<file path="src/rtl/lpc_excitation_gen_pkg.sv">
// Shared types and helpers for the LPC excitation generator: FSM state, LFSR taps,
// minimum pitch period and a signed saturation helper.
package lpc_exc_pkg;

   typedef enum logic [1:0] {
      IDLE     = 2'd0,
      VOICED   = 2'd1,
      UNVOICED = 2'd2
   } exc_state_t;

   localparam logic [15:0] LFSR_TAPS  = 16'hB400;
   localparam int          MIN_PERIOD = 2;

   // Clamp v to the signed range of a w-bit word; w must be 2..64.
   function automatic logic signed [63:0] sat_s(input logic signed [63:0] v, input int w);
      logic signed [63:0] hi;
      logic signed [63:0] lo;
      hi = (64'sd1 <<< (w - 1)) - 64'sd1;
      lo = -hi - 64'sd1;
      if (v > hi) return hi;
      if (v < lo) return lo;
      return v;
   endfunction

endpackage

</file>
<file path="src/rtl/lpc_excitation_gen_lfsr16.sv">
// 16-bit Galois LFSR (x^16+x^14+x^13+x^11+1) with seed parameter, enable and a
// guard that forces any all-zero state back to the seed.
module lpc_lfsr16
   import lpc_exc_pkg::*;
#(
   parameter logic [15:0] SEED = 16'hACE1
) (
   input  logic        clk,
   input  logic        rst,
   input  logic        en_i,
   output logic [15:0] state_o
);

   logic [15:0] state_q;
   logic [15:0] state_d;
   logic [15:0] shifted;

   always_comb begin
      shifted = {1'b0, state_q[15:1]} ^ (state_q[0] ? LFSR_TAPS : 16'h0000);
      state_d = state_q;
      if (en_i) state_d = shifted;
      // zero is a lock-up state for an XOR LFSR
      if (state_d == 16'h0000) state_d = SEED;
   end

   always_ff @(posedge clk) begin
      if (rst) state_q <= SEED;
      else     state_q <= state_d;
   end

   assign state_o = state_q;

endmodule

</file>
<file path="src/rtl/lpc_excitation_gen.sv">
// LPC excitation source: gain-scaled pulse train (voiced) or LFSR noise (unvoiced),
// one sample per sample_en. Optional period jitter under macro LPC_EXC_JITTER_EN.
module lpc_excitation_gen
   import lpc_exc_pkg::*;
#(
   parameter int          DATA_W    = 16,
   parameter int          PERIOD_W  = 16,
   parameter logic [15:0] LFSR_SEED = 16'hACE1
) (
   input  logic                       clk,
   input  logic                       rst,
   input  logic                       sample_en,
   input  logic                       param_load,
   input  logic                       voiced_in,
   input  logic [PERIOD_W-1:0]        pitch_in,
   input  logic [DATA_W-1:0]          gain_in,
   output logic signed [DATA_W-1:0]   exc_out,
   output logic                       exc_valid,
   output logic                       pulse_mark,
   output logic                       param_pending
);

   localparam int                PW        = 2 * DATA_W + 1;
   localparam logic [PERIOD_W:0] MIN_P     = (PERIOD_W + 1)'(MIN_PERIOD);
   localparam logic [PERIOD_W:0] ONE_P     = (PERIOD_W + 1)'(1);
   localparam logic [DATA_W-1:0] PULSE_MAX = {1'b0, {(DATA_W - 1){1'b1}}};

   exc_state_t          state_q, state_d;
   logic [PERIOD_W-1:0] count_q, count_d;
   logic [PERIOD_W:0]   period_q, period_d;
   logic                act_voiced_q, act_voiced_d, sh_voiced_q, sh_voiced_d;
   logic [PERIOD_W-1:0] act_pitch_q, act_pitch_d, sh_pitch_q, sh_pitch_d;
   logic [DATA_W-1:0]   act_gain_q, act_gain_d, sh_gain_q, sh_gain_d;
   logic                pending_q, pending_d;
   logic [DATA_W-1:0]   exc_q, exc_d;
   logic                valid_q, valid_d, mark_q, mark_d;

   logic [15:0]              lfsr;
   logic                     eff_voiced;
   logic [PERIOD_W-1:0]      eff_pitch;
   logic [DATA_W-1:0]        eff_gain;
   logic signed [DATA_W-1:0] noise_s;
   logic signed [PW-1:0]     noise_prod;
   logic signed [PW-1:0]     noise_shift;
   logic [DATA_W-1:0]        noise_val;
   logic [DATA_W-1:0]        pulse_val;
   logic [PERIOD_W:0]        p_base, p_next;
   logic                     commit, do_pulse, do_noise;

   lpc_lfsr16 #(.SEED(LFSR_SEED)) u_lfsr (
      .clk     (clk),
      .rst     (rst),
      .en_i    (sample_en),
      .state_o (lfsr)
   );

   // A committing sample already runs on the shadow values.
   assign eff_voiced = pending_q ? sh_voiced_q : act_voiced_q;
   assign eff_pitch  = pending_q ? sh_pitch_q  : act_pitch_q;
   assign eff_gain   = pending_q ? sh_gain_q   : act_gain_q;

   generate
      if (DATA_W == 16) begin : g_noise_eq
         assign noise_s = lfsr;
      end else if (DATA_W > 16) begin : g_noise_wide
         assign noise_s = {lfsr, {(DATA_W - 16){1'b0}}};
      end else begin : g_noise_narrow
         assign noise_s = lfsr[15 -: DATA_W];
      end
   endgenerate

   assign noise_prod  = PW'(noise_s) * PW'($signed({1'b0, eff_gain}));
   assign noise_shift = noise_prod >>> (DATA_W - 1);
   assign noise_val   = DATA_W'(sat_s(64'(noise_shift), DATA_W));
   assign pulse_val   = eff_gain[DATA_W-1] ? PULSE_MAX : eff_gain;

   assign p_base = ({1'b0, eff_pitch} < MIN_P) ? MIN_P : {1'b0, eff_pitch};

`ifdef LPC_EXC_JITTER_EN
   logic [PERIOD_W:0] p_jit;
   always_comb begin
      case (lfsr[1:0])
         2'b00:   p_jit = p_base - ONE_P;
         2'b11:   p_jit = p_base + ONE_P;
         default: p_jit = p_base;
      endcase
      p_next = (p_jit < MIN_P) ? MIN_P : p_jit;
   end
`else
   assign p_next = p_base;
`endif

   always_comb begin
      state_d      = state_q;
      count_d      = count_q;
      period_d     = period_q;
      act_voiced_d = act_voiced_q;
      act_pitch_d  = act_pitch_q;
      act_gain_d   = act_gain_q;
      sh_voiced_d  = sh_voiced_q;
      sh_pitch_d   = sh_pitch_q;
      sh_gain_d    = sh_gain_q;
      pending_d    = pending_q;
      exc_d        = exc_q;
      valid_d      = 1'b0;
      mark_d       = 1'b0;
      commit       = 1'b0;
      do_pulse     = 1'b0;
      do_noise     = 1'b0;

      if (sample_en) begin
         valid_d = 1'b1;
         case (state_q)
            VOICED: begin
               if (count_q == '0) begin
                  commit   = pending_q;
                  do_pulse = eff_voiced;
                  do_noise = !eff_voiced;
               end else begin
                  exc_d   = '0;
                  count_d = ({1'b0, count_q} == (period_q - ONE_P)) ? '0
                          : count_q + PERIOD_W'(1);
               end
            end
            UNVOICED: begin
               commit   = pending_q;
               do_pulse = eff_voiced;
               do_noise = !eff_voiced;
            end
            default: begin
               if (pending_q) begin
                  commit   = 1'b1;
                  do_pulse = eff_voiced;
                  do_noise = !eff_voiced;
               end else begin
                  exc_d = '0;
               end
            end
         endcase
      end

      if (do_pulse) begin
         state_d  = VOICED;
         exc_d    = pulse_val;
         mark_d   = 1'b1;
         count_d  = PERIOD_W'(1);
         period_d = p_next;
      end
      if (do_noise) begin
         state_d = UNVOICED;
         exc_d   = noise_val;
         count_d = '0;
      end
      if (commit) begin
         act_voiced_d = sh_voiced_q;
         act_pitch_d  = sh_pitch_q;
         act_gain_d   = sh_gain_q;
      end

      // A load in the same cycle as a commit refills the shadow and keeps it pending.
      if (param_load) begin
         sh_voiced_d = voiced_in;
         sh_pitch_d  = pitch_in;
         sh_gain_d   = gain_in;
         pending_d   = 1'b1;
      end else if (commit) begin
         pending_d = 1'b0;
      end
   end

   always_ff @(posedge clk) begin
      if (rst) begin
         state_q      <= IDLE;
         count_q      <= '0;
         period_q     <= '0;
         act_voiced_q <= 1'b0;
         act_pitch_q  <= '0;
         act_gain_q   <= '0;
         sh_voiced_q  <= 1'b0;
         sh_pitch_q   <= '0;
         sh_gain_q    <= '0;
         pending_q    <= 1'b0;
         exc_q        <= '0;
         valid_q      <= 1'b0;
         mark_q       <= 1'b0;
      end else begin
         state_q      <= state_d;
         count_q      <= count_d;
         period_q     <= period_d;
         act_voiced_q <= act_voiced_d;
         act_pitch_q  <= act_pitch_d;
         act_gain_q   <= act_gain_d;
         sh_voiced_q  <= sh_voiced_d;
         sh_pitch_q   <= sh_pitch_d;
         sh_gain_q    <= sh_gain_d;
         pending_q    <= pending_d;
         exc_q        <= exc_d;
         valid_q      <= valid_d;
         mark_q       <= mark_d;
      end
   end

   assign exc_out       = exc_q;
   assign exc_valid     = valid_q;
   assign pulse_mark    = mark_q;
   assign param_pending = pending_q;

endmodule

</file>
<file path="config.mk">
export PLATFORM = sky130hd
export DESIGN_NAME = lpc_excitation_gen
export DESIGN_NICKNAME = d
export VERILOG_FILES = /design/src/rtl/lpc_excitation_gen_pkg.sv /design/src/rtl/lpc_excitation_gen_lfsr16.sv /design/src/rtl/lpc_excitation_gen.sv
export SDC_FILE = /design/constraint.sdc
export NUM_CORES = 1
export LEC_CHECK = 0
export ABC_AREA = 1
export CAP_MARGIN = 20
export CORE_UTILIZATION = 50
export CTS_BUF_LIST = sky130_fd_sc_hd__clkbuf_4
export DETAILED_ROUTE_END_ITERATION = 8
export GPL_TIMING_DRIVEN = 0
export PLACE_DENSITY = 0.67
export SLEW_MARGIN = 25
export SYNTH_ARGS = -nofsm -noshare
export SYNTH_HDL_FRONTEND = slang
export SYNTH_HIERARCHICAL = 1
export SYNTH_SLANG_ARGS = --single-unit
</file>
<file path="constraint.sdc">
create_clock -name clk -period 9.65 [get_ports clk]
set_input_delay 1.4475 -clock clk [delete_from_list [all_inputs] [get_ports clk]]
set_output_delay 1.4475 -clock clk [all_outputs]
set_load 0.03 [all_outputs]
</file>
==> impl_results.md, run 1 <==
* EDFF count, synth at 0
* TritonCTS clock tree: done
* Area delta synth->final at 8.80%
* Post_cts resized at 0
* Die height at between 150 and 200 µm
* Status: completed
* Met3 global-route usage at 3.75%
* Vias at 13,300
* Critical Path Max Stage Delay at 0.69 ns
* Area fraction of the dominant cell type after synthesis at 25.0%
* GP Congestion at 0.940
* Worst Path Arrival at 8.90 ns
* TritonRoute pass-1 iters at 5
* WHS Path Cells at 2
* Worst Path Required at a little over 10 ns
* Fillers at between 2,000 and 3,000
* Final Hold Slack at 0.458 ns
* ANT nets after route at 0
* Total GRT Usage at 29.1%
* Worst setup path class: register to register
* Clock Path Buffers at 2
* Reg2reg path depth at 36
* Area of the multi-input gates at 0.0109 mm²
* Register area share after synthesis at 17.5%
* Setup violators final at 0
* Prevailing post-synth register cell: dfxtp_1
* Post-Syn Area at 0.0154 mm²
* Fmax at between 100 and 150 MHz
* Warnings from Yosys at 6
* Routed WL per cell at 16.9 µm
* Routed WL at 43,200 µm
* Levels on crit path at 36
* Synth cell types at 53
* Placed Cells at 2,528
* Fraction of registers with async set or reset after synthesis at 0%
* Row cnt at between 60 and 70
* Fraction of layout cells with a size suffix above 1 at between 7 and 8%
* Total grt overflow at 0
* Vias per inst at approximately 5.2
* Tmin final at 8.45 ns
* CTS Buf Count at 17
* Rel. slew slack at between 40 and 50%
* Initial antenna violation count at 1
* CP max FO at 10
* Largest net degree at the start of global routing at 17
* Sink Count at between 100 and 150
* Setup crit start: param_pending$_SDFFE_PP0P_
* Family with the most delay on the worst path: adder cells
* Final setup skew at 0.0186 ns
* Sequential Area at between 0.002 and 0.003 mm²
* RSZ-0062 raised after global routing: no
* Met1 usage at between 40% and 50%
* Setup TNS at 0 ns
* FF+latch count, synth at 135
* DP Wirelength at 34,900 µm
* Most frequent cells in the layout: 417 x nand2_1, 385 x inv_1, 283 x nor2_1
* Critical Path End Type: register
* Worst-path clk slew at 0.14 ns
* Drt initial violations at 882
* CORE AREA at 0.0300 mm²
* H-tree levels at 4
* Hold-fix buffers at CTS at 0
* Most used cell, CP: nand2_1
* Io pins at 56
* Global-route met2 utilization at 46.0%
* Post-Syn Instances at 2,083
* Main area contributors after synthesis: fa_1 25%, dfxtp_1 18%, nand2_1 10%, ha_1 9.9%, inv_1 9.4%
* Gr busiest metal: met2
* DIE WIDTH at 178 µm
* Static leakage at 0.00838 µW
* CP startpoint kind: register
* First-pass GRT wire length at approximately 70,000 µm
* Buffers plus inverters on the worst setup path at 12
* Hold Crit Class: register to register
* DRC viols at 0
* Synth area leader: fa_1
* Port Buffers at 55
* Post-CTS Repair Setup Buffers at 0
* Clk root buf: clkbuf_4
* Worst R2R Setup Slack at 1.20 ns
* Mapped Nets at 2,435
* Worst VDD drop at 0.000294 V
* Slowest-stage cell, CP: clkbuf_1
* Number of global-route vias before repair at 13,100
* Last element of the critical path: exc_out[8]$_SDFFE_PP0P_
* Initial Utilization at 51.4%
* Avg Inst Size Synth at 7.41 µm²
* Final worst-path setup slack at 1.20 ns
* Tcrit/Tclk final at 87.5%
* Max-cap violations at 0
* Worst skew pair latency at 0.58 ns
* Worst R2R Start: param_pending$_SDFFE_PP0P_
* Final #Nets at 2,509
* Die area at 0.0316 mm²
* Max Transition Viols Final at 0
* Dpl ws at 1.32 ns
* Reg2Reg Capture Point: exc_out[8]$_SDFFE_PP0P_
* Final hold violations at 0
* Most common cell after layout, fill and taps aside: nand2_1
* Power Density at approximately 360 mW/mm²
* Worst Tran Pin Value at around 0.88 ns
* Post-Layout Cell Count at approximately 2,600
==> worst reg2reg max path: cells and delay by family, from the launching register on <==
family	cells	cell delay, ns
AND/OR/NAND/NOR	16	2.03
buffers and inverters	12	2.29
AO/OA/AOI/OAI	1	0.06
adder cells (fa/ha/maj)	7	3.50
flip-flops	1	0.45
==> cells in the mapped netlist (8+ instances only) <==
master	n
nand2_1	417
nor2_2	27
nand4_1	8
ha_1	122
xor2_1	36
inv_1	385
nand3_1	45
inv_2	9
fa_1	193
nor2_1	283
dfxtp_1	135
xnor2_1	13
or2_2	21
a21oi_2	10
o21ai_1	10
clkinv_1	12
buf_2	9
clkbuf_1	47
o21ai_0	113
nand2_2	28
nor3_1	20
a21oi_1	66
==> per-layer routing <==
metal	vias to the layer above	routed length, µm
li1	6463	-
met1	6448	20400
met2	369	19300
met3	58	2410
met4	0	1030
met5	-	0
==> worst min path at each step <==
| stage | startpoint | endpoint | slack, ns |
|---|---|---|---|
| floorplan | act_pitch_q[10]$_SDFFE_PP0P_ | act_pitch_q[10]$_SDFFE_PP0P_ | 0.42 |
| global route | act_pitch_q[6]$_SDFFE_PP0P_ | act_pitch_q[6]$_SDFFE_PP0P_ | 0.49 |
| CTS | act_pitch_q[9]$_SDFFE_PP0P_ | act_pitch_q[9]$_SDFFE_PP0P_ | 0.46 |
| global placement | act_pitch_q[10]$_SDFFE_PP0P_ | act_pitch_q[10]$_SDFFE_PP0P_ | 0.43 |
| finish | act_pitch_q[8]$_SDFFE_PP0P_ | act_pitch_q[8]$_SDFFE_PP0P_ | 0.46 |
| detailed placement | act_pitch_q[9]$_SDFFE_PP0P_ | act_pitch_q[9]$_SDFFE_PP0P_ | 0.44 |
==> flip-flops by register name, indices dropped and copies added (netlist names) <==
| name | flops |
|---|---|
| act_gain_q | 16 |
| exc_valid | 1 |
| act_pitch_q | 16 |
| u_lfsr/state_o | 16 |
| act_voiced_q | 1 |
| state_q | 2 |
| pulse_mark | 1 |
| sh_voiced_q | 1 |
| sh_gain_q | 16 |
| count_q | 16 |
| exc_out | 16 |
| period_q | 16 |
| sh_pitch_q | 16 |
| param_pending | 1 |
==> power breakdown <==
part / switching, µW / internal (µW) / total (µW) / leakage [µW]
logic: 3150 / 1750 / 4910 / 0.00710
clock network: 246 / 186 / 432 / 0.000164
registers: 36.6 / 606 / 643 / 0.00111
==> cell type report <==
cell class,count,share of cell area (%)
diodes,1,0.0149
clock inverters,15,1.13
well taps,390,2.90
inverters,406,9.07
repair buffers,55,3.28
clock buffers,17,0.760
multi-input cells,1476,65.0
plain buffers,66,1.79
flip-flops and latches,135,16.1
==> cell families (layout without fill, tap and decap cells) <==
family | Yosys count | count (layout) | synth area share (%)
xor+xnor | 49 | 49 | 2.78
mux | 4 | 4 | 0.259
compound gates | 228 | 228 | 8.18
simple gates | 880 | 880 | 24.6
other cells | 0 | 1 | 0
buf+inv | 472 | 559 | 11.8
fa+ha+maj | 315 | 315 | 34.9
flops | 135 | 135 | 17.5
==> per-stage QoR <==
stage / utilization [%] / cell area [µm²] / power, µW
3_5_place_dp: 54.9 / 16500 / 5490
3_3_place_gp: 54.9 / 16500 / 5500
4_1_cts: 55.9 / 16800 / 5970
6_report: 55.9 / 16800 / 5980
5_1_grt: 55.9 / 16800 / 6600
2_1_floorplan: - / 15400 / 4250
No activity file was read; power rests on OpenSTA's default activity.
==> run 2, diff against run 1 <==
REMOVE_ABC_BUFFERS = 1   (was default)
==> run 2 against run 1 <==
- fmax up 4.8%
- utilization shrank 0.81 points
- global-route usage fell by 0.64 points
- via count is 0.34% lower
- non-clock buffer count decreased by 62
- clock power about the same
- wire length fell by 2.3%
- die area is the same
- combinational power is 2% higher
- sequential power increased by 2%
- first-iteration DRC count is 11% higher
- sequential share of layout area grew 0.24 points
==> impl_results.md, run 2 (same netlist as run 1, synthesis figures left out) <==
* DIE WIDTH at 178 µm (unchanged)
* Static leakage at 0.00828 µW (was 0.00838 µW)
* Die height at 178 µm (unchanged)
* CP max FO at 22 (was 10)
* Tmin final at 8.06 ns (was 8.45 ns)
* First-pass GRT wire length at 68,900 µm (was 70,100 µm)
* Critical Path End Type: register (unchanged)
* Area delta synth->final at 7.22% (was 8.80%)
* Routed WL at 42,200 µm (was 43,200 µm)
* Max Transition Viols Final at 0 (unchanged)
* Die area at 0.0316 mm² (unchanged)
* DRC viols at 0 (unchanged)
* ANT nets after route at 0 (unchanged)
* Status: completed (unchanged)
* Hold-fix buffers at CTS at 0 (unchanged)
* CTS Buf Count at 17 (unchanged)
* Tcrit/Tclk final at 83.6% (was 87.5%)
* Max-cap violations at 0 (unchanged)
* Initial Utilization at 51.4% (unchanged)
* Total power at 6090 µW (was 5980 µW)
* Clock Path Buffers at 2 (unchanged)
* Clk pwr share at 7.1% (was 7.2%)
* Number of global-route vias before repair at 13,600 (was 13,100)
* Worst VDD drop at 0.000408 V (was 0.000294 V)
* Setup violators final at 0 (unchanged)
* Hold Crit Class: register to register (unchanged)
* Power Density at 368 mW/mm² (was 356 mW/mm²)
* Fraction of layout cells with a size suffix above 1 at 7.78% (was 7.65%)
* Most common cell after layout, fill and taps aside: nand2_1 (unchanged)
* Worst-path clk slew at 0.16 ns (was 0.14 ns)
* Total grt overflow at 0 (unchanged)
* Clk root buf: clkbuf_4 (unchanged)
* Initial antenna violation count at 1 (unchanged)
* Sw Share at 59.0% (was 57.5%)
* Sink Count at 135 (unchanged)
* Port Buffers at 55 (unchanged)
* Post_cts resized at 0 (unchanged)
* RSZ-0062 raised after global routing: no (unchanged)
* Logic pwr share at 82.1% (was 82.0%)
* Vias at 13,300 (about the same)
* Io pins at 56 (unchanged)
* Rel. slew slack at 34.3% (was 40.7%)
* Total GRT Usage at 28.5% (was 29.1%)
* Worst Path Required at 10.11 ns (was 10.10 ns)
* Slowest-stage cell, CP: clkinv_1 (was clkbuf_1)
* Worst Tran Pin Value at 0.980 ns (was 0.883 ns)
* DP Wirelength at 33,200 µm (was 34,900 µm)
* Final hold violations at 0 (unchanged)
* P_sw at 3590 µW (was 3440 µW)
* Post-Layout Cell Count at 2,499 (was 2,561)
* Cell internal pwr at 2490 µW (was 2540 µW)
* Critical Path Max Stage Delay at 0.66 ns (was 0.69 ns)
* Fmax at 124 MHz (was 118 MHz)
* Worst Path Arrival at 8.53 ns (was 8.90 ns)
* TritonRoute pass-1 iters at 7 (was 5)
* Drt initial violations at 977 (was 882)
* Routed WL per cell at 16.9 µm (about the same)
* H-tree levels at 4 (unchanged)
* Setup TNS at 0 ns (unchanged)
* GP Congestion at 0.966 (was 0.940)
* Row cnt at 63 (unchanged)
* TritonCTS clock tree: done (unchanged)
* Vias per inst at 5.32 (was 5.21)
* Final setup skew at 0.0273 ns (was 0.0186 ns)
* Sequential Power Share at 10.8% (was 10.7%)
* Worst skew pair latency at 0.60 ns (was 0.58 ns)
* Final #Nets at 2,447 (was 2,509)
* Post-CTS Repair Setup Buffers at 0 (unchanged)
* Most frequent cells in the layout: 417 x nand2_1, 383 x inv_1, 283 x nor2_1 (was 417 x nand2_1, 385 x inv_1, 283 x nor2_1)
* Worst setup path class: register to register (unchanged)
* CORE AREA at 0.0300 mm² (unchanged)
* Largest net degree at the start of global routing at 79 (was 17)
* CP startpoint kind: register (unchanged)
* Placed Cells at 2,466 (was 2,528)
==> run 2: metal layers <==
layer | up-vias | global-route usage [%] | part of all wire, %
li1 | 6325 | - | -
met5 | - | 0 | 0
met3 | 111 | 4.73 | 6.0
met2 | 425 | 49.9 | 49
met4 | 0 | 11.1 | 3.6
met1 | 6432 | 34.8 | 42
==> run 2: metrics by stage <==
step                utilization [%]  setup WS (ns)  hold slack, ns  instance area [µm²]
floorplan                         -           2.27           0.426                15100
CTS                            55.1           1.68           0.460                16600
global placement               53.9          0.523           0.433                16200
finish                         55.1           1.59           0.459                16600
global route                   55.1           1.09           0.482                16600
detailed placement             54.0           1.72           0.441                16200
==> run 2: critical path, delay by kind of cell (launching register included) <==
kind	cells	cell delay, ns
flip-flops	1	0.62
AND/OR/NAND/NOR	10	1.96
buffers and inverters	7	1.24
adder cells (fa/ha/maj)	7	3.38
AO/OA/AOI/OAI	4	0.74
==> run 2: layout make-up <==
cell class | count | area, µm²
sequential | 135 | 2700
fill | 2962 | 13500
tap | 390 | 488
clock buffer | 17 | 128
clock inverter | 15 | 203
multi-input combinational | 1476 | 10900
inverter | 406 | 1530
timing repair buffer | 59 | 586
antenna | 1 | 2.50
==> run 2: worst paths after layout <==
check                                      end  slack, ns  cells past startpoint                    startpoint
setup / recovery       exc_out[9]$_SDFFE_PP0P_       1.59                     28    param_pending$_SDFFE_PP0P_
hold / removal    act_pitch_q[15]$_SDFFE_PP0P_       0.46                      2  act_pitch_q[15]$_SDFFE_PP0P_
setup reg to reg       exc_out[9]$_SDFFE_PP0P_       1.59                     28    param_pending$_SDFFE_PP0P_
hold reg to reg   act_pitch_q[15]$_SDFFE_PP0P_       0.46                      2  act_pitch_q[15]$_SDFFE_PP0P_
==> run 2: power by group through the flow <==
stage,logic [µW],clock network [µW],registers [µW]
after floorplan,3520,0,697
after global placement,4880,0,666
after detailed placement,4910,0,666
after CTS,4950,444,654
after global routing,5690,466,662
final,5000,435,655
==> run 3, diff against run 2 <==
clock period = 8.3 ns   (was 9.65 ns; I/O delays follow)
==> run 3 against run 2 <==
- wire length grew 0.31%
- final area up 0.67%
- fmax up 3.4%
- first-iteration DRC count decreased by 2.5%
- sequential power up 16%
- worst setup slack worse by 1.1 ns
- global-route usage stayed put
- combinational power up 16%
- final cell count up 0.36%
- sequential share of layout area down 0.11 points
- critical path depth is 2 lower
- flip-flop and latch count unchanged
- largest cell class unchanged
==> impl_results.md, run 3 (same netlist as run 1, synthesis figures left out) <==
* Status: completed (unchanged)
* Vias at 13,300 (about the same)
* GP Congestion at 0.966 (unchanged)
* Power Density at 425 mW/mm² (was 368 mW/mm²)
* DIE WIDTH at 178 µm (unchanged)
* Setup crit start: param_pending$_SDFFE_PP0P_ (unchanged)
* Cell internal pwr at 2910 µW (was 2490 µW)
* Tcrit/Tclk final at 93.9% (was 83.6%)
* CP startpoint kind: register (unchanged)
* CORE AREA at 0.0300 mm² (unchanged)
* Routed WL per cell at 16.9 µm (about the same)
* Most common cell after layout, fill and taps aside: nand2_1 (unchanged)
* Worst R2R Start: param_pending$_SDFFE_PP0P_ (unchanged)
* CTS Buf Count at 17 (unchanged)
* Die area at 0.0316 mm² (unchanged)
* Initial Utilization at 51.4% (unchanged)
* Port Buffers at 55 (unchanged)
* Io pins at 56 (unchanged)
* H-tree levels at 4 (unchanged)
* Die height at 178 µm (unchanged)
* Tmin final at 7.80 ns (was 8.06 ns)
* TritonRoute pass-1 iters at 5 (was 7)
* Clock Path Buffers at 2 (unchanged)
* Reg2Reg Capture Point: exc_out[9]$_SDFFE_PP0P_ (unchanged)
* Worst skew pair latency at 0.60 ns (about the same)
* DRC viols at 0 (unchanged)
* TritonCTS clock tree: done (unchanged)
* Worst setup path class: register to register (unchanged)
* Fmax at 128 MHz (was 124 MHz)
* Clk pwr share at 7.1% (about the same)
* Static leakage at 0.00831 µW (was 0.00828 µW)
* Total GRT Usage at 28.5% (unchanged)
* Reg2reg path depth at 26 (was 28)
* P_sw at 4170 µW (was 3590 µW)
* CP max FO at 22 (unchanged)
* Critical Path End Type: register (unchanged)
* Worst Path Arrival at 8.26 ns (was 8.53 ns)
* Initial antenna violation count at 1 (unchanged)
* Placed cell areas at 0.0162 mm² (unchanged)
* Last element of the critical path: exc_out[9]$_SDFFE_PP0P_ (unchanged)
* Fraction of layout cells with a size suffix above 1 at 8.55% (was 7.78%)
* Final #Nets at 2,456 (was 2,447)
* Hold Startpoint: act_pitch_q[7]$_SDFFE_PP0P_ (was act_pitch_q[15]$_SDFFE_PP0P_)
* Worst Tran Pin Value at 0.919 ns (was 0.980 ns)
* Post-Layout Cell Count at 2,508 (was 2,499)
* Worst-path clk slew at 0.15 ns (was 0.16 ns)
* Worst VDD drop at 0.000474 V (was 0.000408 V)
* Dpl ws at 0.368 ns (was 1.72 ns)
* Logic pwr share at 82.1% (about the same)
* ANT nets after route at 0 (unchanged)
* RSZ-0062 raised after global routing: no (unchanged)
* Sink Count at 135 (unchanged)
* Final setup skew at 0.0326 ns (was 0.0273 ns)
* Vias per inst at 5.30 (was 5.32)
* Final hold violations at 0 (unchanged)
* Worst R2R Setup Slack at 0.50 ns (was 1.59 ns)
* Hold Crit Class: register to register (unchanged)
* Clk root buf: clkbuf_4 (unchanged)
* First-pass GRT wire length at 68,900 µm (unchanged)
* Hold-fix buffers at CTS at 0 (unchanged)
* Row cnt at 63 (unchanged)
* Worst Path Required at 8.76 ns (was 10.11 ns)
* DP Wirelength at 33,200 µm (unchanged)
* Sequential Power Share at 10.8% (about the same)
* Most frequent cells in the layout: 417 x nand2_1, 383 x inv_1, 283 x nor2_1 (unchanged)
* Total grt overflow at 0 (unchanged)
* Max Transition Viols Final at 0 (unchanged)
* Setup violators final at 0 (unchanged)
* Number of global-route vias before repair at 13,600 (unchanged)
* Largest net degree at the start of global routing at 79 (unchanged)
* Placed Cells at 2,466 (unchanged)
* Drt initial violations at 953 (was 977)
* Sw Share at 58.9% (was 59.0%)
* Final worst-path setup slack at 0.503 ns (was 1.59 ns)
* Max-cap violations at 0 (unchanged)
* Rel. slew slack at 38.3% (was 34.3%)
* Routed WL at 42,300 µm (was 42,200 µm)
* Area delta synth->final at 7.93% (was 7.22%)
* Final Cell Area at 0.0167 mm² (was 0.0166 mm²)
run 3: cell count changes in the layout (fill, tap and decap cells not counted):
cell / change
clkinv_1: -7
o21ai_1: -1
clkinvlp_4: +7
buf_4: +8
o21ai_2: +1
buf_12: +1
run 3: layer usage:
| layer | part of all wire, % | track usage (%) | up-vias |
|---|---|---|---|
| met3 | 6.0 | 4.73 | 105 |
| li1 | - | - | 6345 |
| met2 | 49 | 49.9 | 413 |
| met5 | 0 | 0 | - |
| met1 | 42 | 34.8 | 6425 |
| met4 | 3.5 | 11.1 | 0 |
run 3: critical path, stage by stage, from the launching register on:
cell and delay (ns):
dfxtp_2 0.63, inv_2 0.30, o21ai_2 0.62, clkinv_1 0.62
nand2_1 0.24, fa_1 0.41, inv_1 0.08, fa_1 0.44
fa_1 0.52, fa_1 0.52, fa_1 0.54, inv_1 0.05
fa_1 0.52, inv_1 0.04, ha_1 0.36, a21oi_1 0.22
nor2_1 0.06, nor2_1 0.25, o21ai_0 0.18, a21oi_1 0.21
nand3_1 0.11, nand2_2 0.17, inv_2 0.05, nand2_2 0.24
nand2_1 0.11, nand2_1 0.12, a21oi_2 0.07
run 3: cell type report:
type / instances / area (µm²)
multi-input combinational: 1476 / 10900
clock buffer: 17 / 128
clock inverter: 15 / 203
inverter: 406 / 1550
antenna: 1 / 2.50
tap: 390 / 488
fill: 2954 / 13400
timing repair buffer: 68 / 666
sequential: 135 / 2700
run 3: power by group through the flow:
stage | Combinational [µW] | Sequential (µW) | Clock [µW]
final | 5820 | 762 | 506
after global routing | 6630 | 769 | 542
after CTS | 5760 | 761 | 516
after detailed placement | 5710 | 774 | 0
after global placement | 5670 | 775 | 0
after floorplan | 4090 | 810 | 0
run 3: how the worst min path moves through the flow:
stage,end,slack (ns),depth (start not counted)
2_1_floorplan,act_pitch_q[10]$_SDFFE_PP0P_,0.43,2
3_3_place_gp,act_pitch_q[10]$_SDFFE_PP0P_,0.43,2
3_5_place_dp,act_pitch_q[5]$_SDFFE_PP0P_,0.44,2
4_1_cts,act_pitch_q[5]$_SDFFE_PP0P_,0.46,2
5_1_grt,act_pitch_q[12]$_SDFFE_PP0P_,0.48,2
6_report,act_pitch_q[7]$_SDFFE_PP0P_,0.46,2
run 3: stage by stage:
step | TNS, ns | utilization [%] | power (µW) | hold WS (ns)
2_1_floorplan | 0 | - | 4900 | 0.426
3_3_place_gp | -11.84 | 53.9 | 6450 | 0.433
3_5_place_dp | 0 | 54.0 | 6490 | 0.441
4_1_cts | 0 | 55.1 | 7030 | 0.460
5_1_grt | 0 | 55.5 | 7940 | 0.482
6_report | 0 | 55.5 | 7080 | 0.458
run 3: timing repair:
action,CTS,global route
setup endpoints to repair,0,15
gates resized for setup,0,8
buffers inserted,0,9
